### src/rtl/alu_issue.sv
// rtl/alu_issue.sv - ALU command issue block: command FIFO, issue FSM, result capture
//
// Build option: define ALU_ISSUE_ZFLAG_EN to add the res_zero output.
//
// Ports:
//   clk, rst_n                  clock (rising edge), asynchronous active-low reset
//   cmd_valid/cmd_ready         command handshake; cmd_op/cmd_a/cmd_b/cmd_chain payload
//   alu_a/alu_b/alu_op          registered operands and opcode to the external ALU
//   alu_out                     combinational ALU result
//   res_valid/res_ready         result handshake; res_data/res_err payload
//   res_zero                    (ALU_ISSUE_ZFLAG_EN only) captured result is zero
//   busy                        FIFO non-empty or FSM not idle

module alu_issue_fifo #(
    parameter int W     = 8,
    parameter int DEPTH = 4
) (
    input  logic                     clk,
    input  logic                     rst_n,
    input  logic                     push,
    input  logic [W-1:0]             wdata,
    input  logic                     pop,
    output logic [W-1:0]             rdata,
    output logic                     empty,
    output logic                     full,
    output logic [$clog2(DEPTH):0]   count
);
    localparam int AW = $clog2(DEPTH);

    logic [W-1:0]  mem [DEPTH];
    logic [AW-1:0] wptr;
    logic [AW-1:0] rptr;

    always_ff @(posedge clk or negedge rst_n) begin
        if (!rst_n) begin
            wptr  <= '0;
            rptr  <= '0;
            count <= '0;
        end else begin
            if (push) wptr <= wptr + AW'(1);
            if (pop)  rptr <= rptr + AW'(1);
            case ({push, pop})
                2'b10:   count <= count + (AW+1)'(1);
                2'b01:   count <= count - (AW+1)'(1);
                default: count <= count;
            endcase
        end
    end

    // Payload storage needs no reset; validity is tracked by the pointers.
    always_ff @(posedge clk) begin
        if (push) mem[wptr] <= wdata;
    end

    assign rdata = mem[rptr];
    assign empty = (count == '0);
    // Full comes from the registered count only, so a pop while full
    // does not reopen the port in the same cycle.
    assign full  = (count == (AW+1)'(DEPTH));
endmodule

module alu_issue #(
    parameter int WIDTH = 32,
    parameter int DEPTH = 4
) (
    input  logic             clk,
    input  logic             rst_n,
    input  logic             cmd_valid,
    output logic             cmd_ready,
    input  logic [4:0]       cmd_op,
    input  logic [WIDTH-1:0] cmd_a,
    input  logic [WIDTH-1:0] cmd_b,
    input  logic             cmd_chain,
    output logic [WIDTH-1:0] alu_a,
    output logic [WIDTH-1:0] alu_b,
    output logic [4:0]       alu_op,
    input  logic [WIDTH-1:0] alu_out,
    output logic             res_valid,
    input  logic             res_ready,
    output logic [WIDTH-1:0] res_data,
    output logic             res_err,
`ifdef ALU_ISSUE_ZFLAG_EN
    output logic             res_zero,
`endif
    output logic             busy
);
    localparam int EW = 2*WIDTH + 6;
    localparam logic [4:0] OP_NOP     = 5'h00;
    localparam logic [4:0] OP_MAX_LEG = 5'h06;

    typedef enum logic [1:0] {IDLE, EXEC, HOLD} state_t;

    state_t state;
    state_t state_nxt;

    logic                  fifo_push;
    logic                  fifo_pop;
    logic [EW-1:0]         fifo_rdata;
    logic                  fifo_empty;
    logic                  fifo_full;
    logic [$clog2(DEPTH):0] fifo_count;

    logic                  head_chain;
    logic [4:0]            head_op;
    logic [WIDTH-1:0]      head_a;
    logic [WIDTH-1:0]      head_b;
    logic                  head_legal;

    logic                  illegal;
    logic [WIDTH-1:0]      last_result;
    logic [WIDTH-1:0]      capture;

    assign cmd_ready = !fifo_full;
    assign fifo_push = cmd_valid && cmd_ready;

    alu_issue_fifo #(
        .W     (EW),
        .DEPTH (DEPTH)
    ) u_cmd_fifo (
        .clk   (clk),
        .rst_n (rst_n),
        .push  (fifo_push),
        .wdata ({cmd_chain, cmd_op, cmd_a, cmd_b}),
        .pop   (fifo_pop),
        .rdata (fifo_rdata),
        .empty (fifo_empty),
        .full  (fifo_full),
        .count (fifo_count)
    );

    assign head_chain = fifo_rdata[EW-1];
    assign head_op    = fifo_rdata[EW-2 -: 5];
    assign head_a     = fifo_rdata[2*WIDTH-1 -: WIDTH];
    assign head_b     = fifo_rdata[WIDTH-1:0];
    assign head_legal = (head_op <= OP_MAX_LEG);

    // Illegal opcodes still run through the ALU as NOP, but the result is
    // forced to zero so nothing opcode-dependent leaks out.
    assign capture = illegal ? '0 : alu_out;

    always_ff @(posedge clk or negedge rst_n) begin
        if (!rst_n) state <= IDLE;
        else        state <= state_nxt;
    end

    always_comb begin
        state_nxt = state;
        fifo_pop  = 1'b0;
        case (state)
            IDLE: begin
                if (!fifo_empty) begin
                    fifo_pop  = 1'b1;
                    state_nxt = EXEC;
                end
            end
            EXEC: state_nxt = HOLD;
            HOLD: if (res_ready) state_nxt = IDLE;
            default: state_nxt = IDLE;
        endcase
    end

    always_ff @(posedge clk or negedge rst_n) begin
        if (!rst_n) begin
            alu_a       <= '0;
            alu_b       <= '0;
            alu_op      <= OP_NOP;
            illegal     <= 1'b0;
            res_valid   <= 1'b0;
            res_data    <= '0;
            res_err     <= 1'b0;
            last_result <= '0;
`ifdef ALU_ISSUE_ZFLAG_EN
            res_zero    <= 1'b0;
`endif
        end else begin
            if (fifo_pop) begin
                alu_a   <= head_chain ? last_result : head_a;
                alu_b   <= head_b;
                alu_op  <= head_legal ? head_op : OP_NOP;
                illegal <= !head_legal;
            end
            if (state == EXEC) begin
                res_data    <= capture;
                res_err     <= illegal;
                last_result <= capture;
                res_valid   <= 1'b1;
`ifdef ALU_ISSUE_ZFLAG_EN
                res_zero    <= (capture == '0);
`endif
            end
            if (state == HOLD && res_ready) begin
                res_valid <= 1'b0;
            end
        end
    end

    assign busy = (fifo_count != '0) || (state != IDLE);
endmodule

### config.mk
export PLATFORM = sky130hd
export DESIGN_NAME = alu_issue
export DESIGN_NICKNAME = d
export VERILOG_FILES = /design/src/rtl/alu_issue.sv
export SDC_FILE = /design/constraint.sdc
export NUM_CORES = 1
export LEC_CHECK = 0
export BUFFER_PORTS_ARGS = -buffer_cell sky130_fd_sc_hd__buf_2
export CORE_MARGIN = 2
export CORE_UTILIZATION = 40
export CTS_BUF_LIST = sky130_fd_sc_hd__clkbuf_16
export CTS_CLUSTER_SIZE = 28
export DETAILED_ROUTE_END_ITERATION = 10
export SLEW_MARGIN = 20
export SYNTH_ARGS = -nofsm -noshare
export SYNTH_HDL_FRONTEND = slang
export SYNTH_SLANG_ARGS = --single-unit
### constraint.sdc
create_clock -name clk -period 4.19 [get_ports clk]
set_clock_uncertainty 0.1 [all_clocks]
set_input_delay 0.6285 -clock clk [delete_from_list [all_inputs] [get_ports clk]]
set_output_delay 0.6285 -clock clk [all_outputs]
set_load 0.02 [all_outputs]
Yosys cells after proc, flatten, opt, wreduce, memory -nomap -nowiden
Memory sizes are Yosys's and may differ from the RTL's.
Index checks and enable logic that the tools add are counted.
{"block": "totals", "regBits": 113, "mem_bits_rw": 280, "in_bits": 106, "output_inout_bits": 105, "wordCells": 49, "n_memories": 1}
{"memory": "u_cmd_fifo.mem", "words": 4, "word_bits": 70, "read_ports": 1, "rd_ports_with_merged_regs": 0, "write_ports": 1, "line_no": "30", "source": "logic [W-1:0] mem [DEPTH];"}
{"block": "classes", "add_sub_neg": 4, "magnitude_cmp": 1, "n_eq_ne": 7, "mux": 13, "reduce_logical": 12}
{"op": "2-to-1 mux 32 bit", "n": 2}
{"op": "2-to-1 mux 1 bit", "n": 6}
{"op": "one-hot mux 2 bit (3 select lines)", "n": 1}
{"op": "one-hot mux 3 bit (2 select lines)", "n": 1}
{"op": "nonzero test 2 bit", "n": 3}
{"op": "less-or-equal comparator 5 x 3 -> 1 bit, second input constant", "n": 1}
{"op": "2-to-1 mux 5 bit", "n": 1}
{"op": "adder 2 x 1 -> 2 bit, second input constant", "n": 2}
{"op": "equality test 2 x 1 -> 1 bit, second input constant", "n": 2}
{"op": "equality test 2 bit, second input constant", "n": 2}
{"op": "2-to-1 mux 2 bit", "n": 2}
{"op": "inequality test 2 bit, second input constant", "n": 2}
{"op": "adder 3 x 1 -> 3 bit, second input constant", "n": 1}
{"op": "equality test 3 bit, second input constant", "n": 1}
{"op": "logical NOT 3 bit", "n": 1}
{"op": "nonzero test 3 bit", "n": 1}
{"op": "subtractor 3 x 1 -> 3 bit, second input constant", "n": 1}
{"op": "logical AND 1 bit", "n": 2}
{"op": "logical NOT 1 bit", "n": 2}
{"op": "logical NOT 2 bit", "n": 1}
{"op": "AND reduction 2 bit", "n": 1}
{"op": "logical OR 1 bit", "n": 1}

Depth between registers and ports, before layout
{"block": "logic_depth", "word_depth": 5, "depth_mapped": 10, "depth_no_buf": 10}

Cells and area by module
Synthesis repeated with hierarchy kept, for this count alone.
{"block": "hier_totals", "hier_cells": 716, "hier_area_um2": 15192.1}
{"module": "alu_issue_fifo", "n_inst": 1, "cells_per_inst": 403, "area_each_um2": 10576.4}
{"module": "alu_issue", "n_inst": 1, "cells_per_inst": 313, "area_each_um2": 4615.7}

Least setup slack after synthesis
No wires, ideal clock.
{"block": "synth_timing", "path_kind": "register -> register", "startpoint": "reg u_cmd_fifo.count[0]", "endpoint": "mem u_cmd_fifo.mem[0][0] in the netlist's numbering (enable)", "arrival_ns": 2.458, "t_required_ns": 3.654, "setup_slack_ns": 1.196, "stages_incl_launch_ff": 4, "cell_sequence": "dfrtp_1 inv_1 nand3_1 and3_1"}
{"block": "synth_between", "elab_chain_len": 5}
{"element": "from (decl)", "line_no": "26", "source": "output logic [$clog2(DEPTH):0] count"}
{"element": "from (signal assigned)", "line_no": "43", "source": "2'b10: count <= count + (AW+1)'(1);"}
{"element": "from (signal assigned)", "line_no": "44", "source": "2'b01: count <= count - (AW+1)'(1);"}
{"element": "from (signal assigned)", "line_no": "45", "source": "default: count <= count;"}
{"element": "equality test 3 bit", "line_no": "59", "source": "assign full = (count == (AW+1)'(DEPTH));"}
{"element": "logical NOT 1 bit", "line_no": "113", "source": "assign cmd_ready = !fifo_full;"}
{"element": "via cmd_ready", "line_no": "69", "source": "output logic cmd_ready,"}
{"element": "logical AND 1 bit", "line_no": "114", "source": "assign fifo_push = cmd_valid && cmd_ready;"}
{"element": "2-to-1 mux 1 bit", "line_no": "52", "source": "if (push) mem[wptr] <= wdata;"}
{"element": "2-to-1 mux 1 bit (implied by the code)", "line_no": "52"}
{"element": "to (decl)", "line_no": "30"}
The timed path passes the listed nets, and every way through them passes these cells.

Final worst setup path
{"block": "layout_timing", "startpoint": "reg u_cmd_fifo.count[1]", "endpoint": "reg illegal"}
{"block": "layout_between", "elab_chain_len": 3}
{"element": "logical NOT 3 bit", "line_no": "56", "source": "assign empty = (count == '0);"}
{"element": "2-to-1 mux 1 bit", "line_no": "151", "source": "if (!fifo_empty) begin"}
{"element": "2-to-1 mux 1 bit", "line_no": "149", "source": "case (state)"}
{"element": "to (signal assigned)", "line_no": "180", "source": "illegal <= !head_legal;"}
{"element": "to (decl)", "line_no": "109", "source": "logic illegal;"}
No other way between the ends.
A chain may end at the register's enable or synchronous reset.

==> results.md <==
* Outcome: completed
* First-pass GRT wire length at 49.5 mm
* CTS tree: yes
* Detailed Route WL at 32.1 mm
* Tcrit/Tclk final at 61.3%
* Tmin final at 2.57 ns
* Die Wd at 197 um
* # fillers at 3205
* RePlAce Congestion at 0.715
* GRT overflow at 0
* Share of cells above drive strength 1 at 32.1%
* Largest net degree at the start of global routing at 69
* Drt first pass iters at 6
* Yosys top cell area share at 56.5%
* Synth area leader: edfxtp_1
* Number of port buffers at 210
* Least-Margin Pin Slew at 0.918 ns
* DR DRC count at 0
* Register-to-Register Path Depth at 5
* MaxCap Viol Count at 0
* Die area at 38800 um^2
* Post-DR wirelength/cell at 20.3 um
* Remaining antenna violation count at 0
* Worst skew pair latency at 0.54 ns
* CP arrival at 2.90 ns
* DR iter-0 viols at 337
* Worst-path clk slew at 0.06 ns
* Layout Cells excl Fill at 1584
* Area of the core at 36600 um^2
* CP endpoint: illegal
* Critical R2R Capture: illegal
* Initial Utilization at 40.7%
* Hold slack at 0.0112 ns
* Clock buffer depth at 3
* CTS H-tree depth at 2
* Avg Cell Area, Syn at 17.4 um^2
* Register bit total from synthesis at 393
* Resize count post-CTS at 0
* P_leak at 0.00700 uW
* Most frequent cells in the layout: 280 x edfxtp_1, 209 x buf_2, 168 x nand2_1
* Cts-stage hold buffer count at 0
* HP Class: input port to asynchronous set/reset pin
* Clock Root Buffer: clkbuf_16
* IO Count at 211
* Synthesis-to-finish area growth at 18.6%
* Cell area after placement at 16400 um^2
* Setup TNS at 0 ns
* Top post-synthesis cells by area: edfxtp_1 56%, dfrtp_1 19%, mux4_2 10%
* Initial antenna violation count at 12
* CP required at 4.52 ns
* Final setup viols at 0
* Fin. max-slew vios at 0
* Number of global-route vias before repair at 8304
* Dpl hpwl at 20.2 mm
* Clock Sinks at 393
* Worst vdd ir at 0.351 mV
* Synth cell types at 31
* Crit Reg-Reg Startpoint: u_cmd_fifo.count[1]
* Total CTS buffers at 42
* CP Max Fanout at 57
* Mapped cell area at 14900 um^2
* Most common cell after layout, fill and taps aside: edfxtp_1
* Std cell rows at 70
* Core Util, Final at 48.2%
* Worst Setup Start Kind: flip-flop
* Crit. End Element: flip-flop
* Final hold vios at 0
* Die height at 197 um
* R2R setup slack at 1.62 ns
* Critical path type: flip-flop to flip-flop
* Synthesized instance count at 855
* Post-Syn Nets at 967
* Count of yosys warnings during synthesis at 0
* Dpl cells at 1503
* Via density at 4.93
* Nets at 1191
* Sequential share of the synthesized area at 75.5%
* Pwr dens at 759 nW/um^2
* FMAX at 389 MHz
* Worst Setup SP: u_cmd_fifo.count[1]
* All-Layer GR Usage at 17.0%
* RSZ-0062 raised after global routing: no
* Vias at 7816
* Number of buffers added for setup after CTS at 0
* Max_slew headroom at 38.8%
* Cell area after layout at 17700 um^2
==> cell type report <==
type	count	area, um^2	share of cell area (%)
well taps	468	586	3.32
repair buffers	224	1170	6.65
inverters	9	33.8	0.191
multi-input cells	409	3390	19.2
diodes	3	7.51	0.0425
clock inverters	36	170	0.964
clock buffers	42	1050	5.95
flip-flops and latches	393	11200	63.7
==> logic make-up after synthesis <==
group | Yosys count | synth area share [%]
adder cells (fa/ha/maj) | 6 | 0.555
AO/OA/AOI/OAI | 72 | 2.49
XOR/XNOR | 6 | 0.353
multiplexers | 104 | 12.8
flip-flops | 393 | 75.5
AND/OR/NAND/NOR | 221 | 6.32
buffers and inverters | 53 | 2.01
==> registers in the layout (all words and copies together), names as in the netlist <==
register,cells
u_cmd_fifo.mem,280
u_cmd_fifo.wptr,2
res_valid,1
res_err,1
last_result,32
alu_b,32
u_cmd_fifo.rptr,2
alu_op,5
u_cmd_fifo.count,3
alu_a,32
state,2
illegal,1
==> stage by stage <==
| stage | worst slack [ns] | power (uW) |
|---|---|---|
| detailed placement | 1.44 | 10300 |
| floorplan | 1.20 | 9000 |
| global placement | 1.50 | 10300 |
| finish | 1.62 | 13400 |
| CTS | 1.42 | 13700 |
| global route | 1.40 | 14300 |
==> worst min-delay path by stage <==
stage | cells after the start | from | to
after global routing | 1 | rst_n | last_result[12]
after global placement | 2 | alu_b[2] | alu_b[2]
after CTS | 1 | rst_n | alu_b[30]
after detailed placement | 2 | alu_b[9] | alu_b[9]
after floorplan | 0 | rst_n | alu_a[0]
final | 1 | rst_n | last_result[9]
==> report_power, final <==
group	switching [uW]	leakage (uW)	internal (uW)
sequential	592	0.00399	5280
clock	1450	0.000659	1820
combinational	2550	0.00235	1710
total	4600	0.00700	8810
==> critical path, cell delays in order (launching register included) <==
cell	delay, ns
dfrtp_1	0.39
or3_1	0.44
nand2_4	0.50
buf_4	0.63
o22ai_2	0.21
a21o_1	0.18
==> Yosys cell counts (all sizes together) <==
cell type and number:
edfxtp 280, nand2 169, dfrtp 113, mux4 69, o21ai 66, nand2b 34
mux2i 33, buf 26, clkbuf 18, inv 9, nor2 7, ha 5
a21oi 4, and3 4, xnor2 4, and2 3, mux2 2, nand3 2
xor2 2, a21o 1, fa 1, nor3 1, o22ai 1, or3 1
==> per-layer routing <==
metal	vias to the layer above	track usage, %	share of wire, %
met4	18	3.95	1.5
li1	3640	-	-
met1	3887	22.9	44
met5	-	0	0.37
met2	209	27.4	47
met3	62	5.13	7.2
No activity file was read; power rests on OpenSTA's default activity.
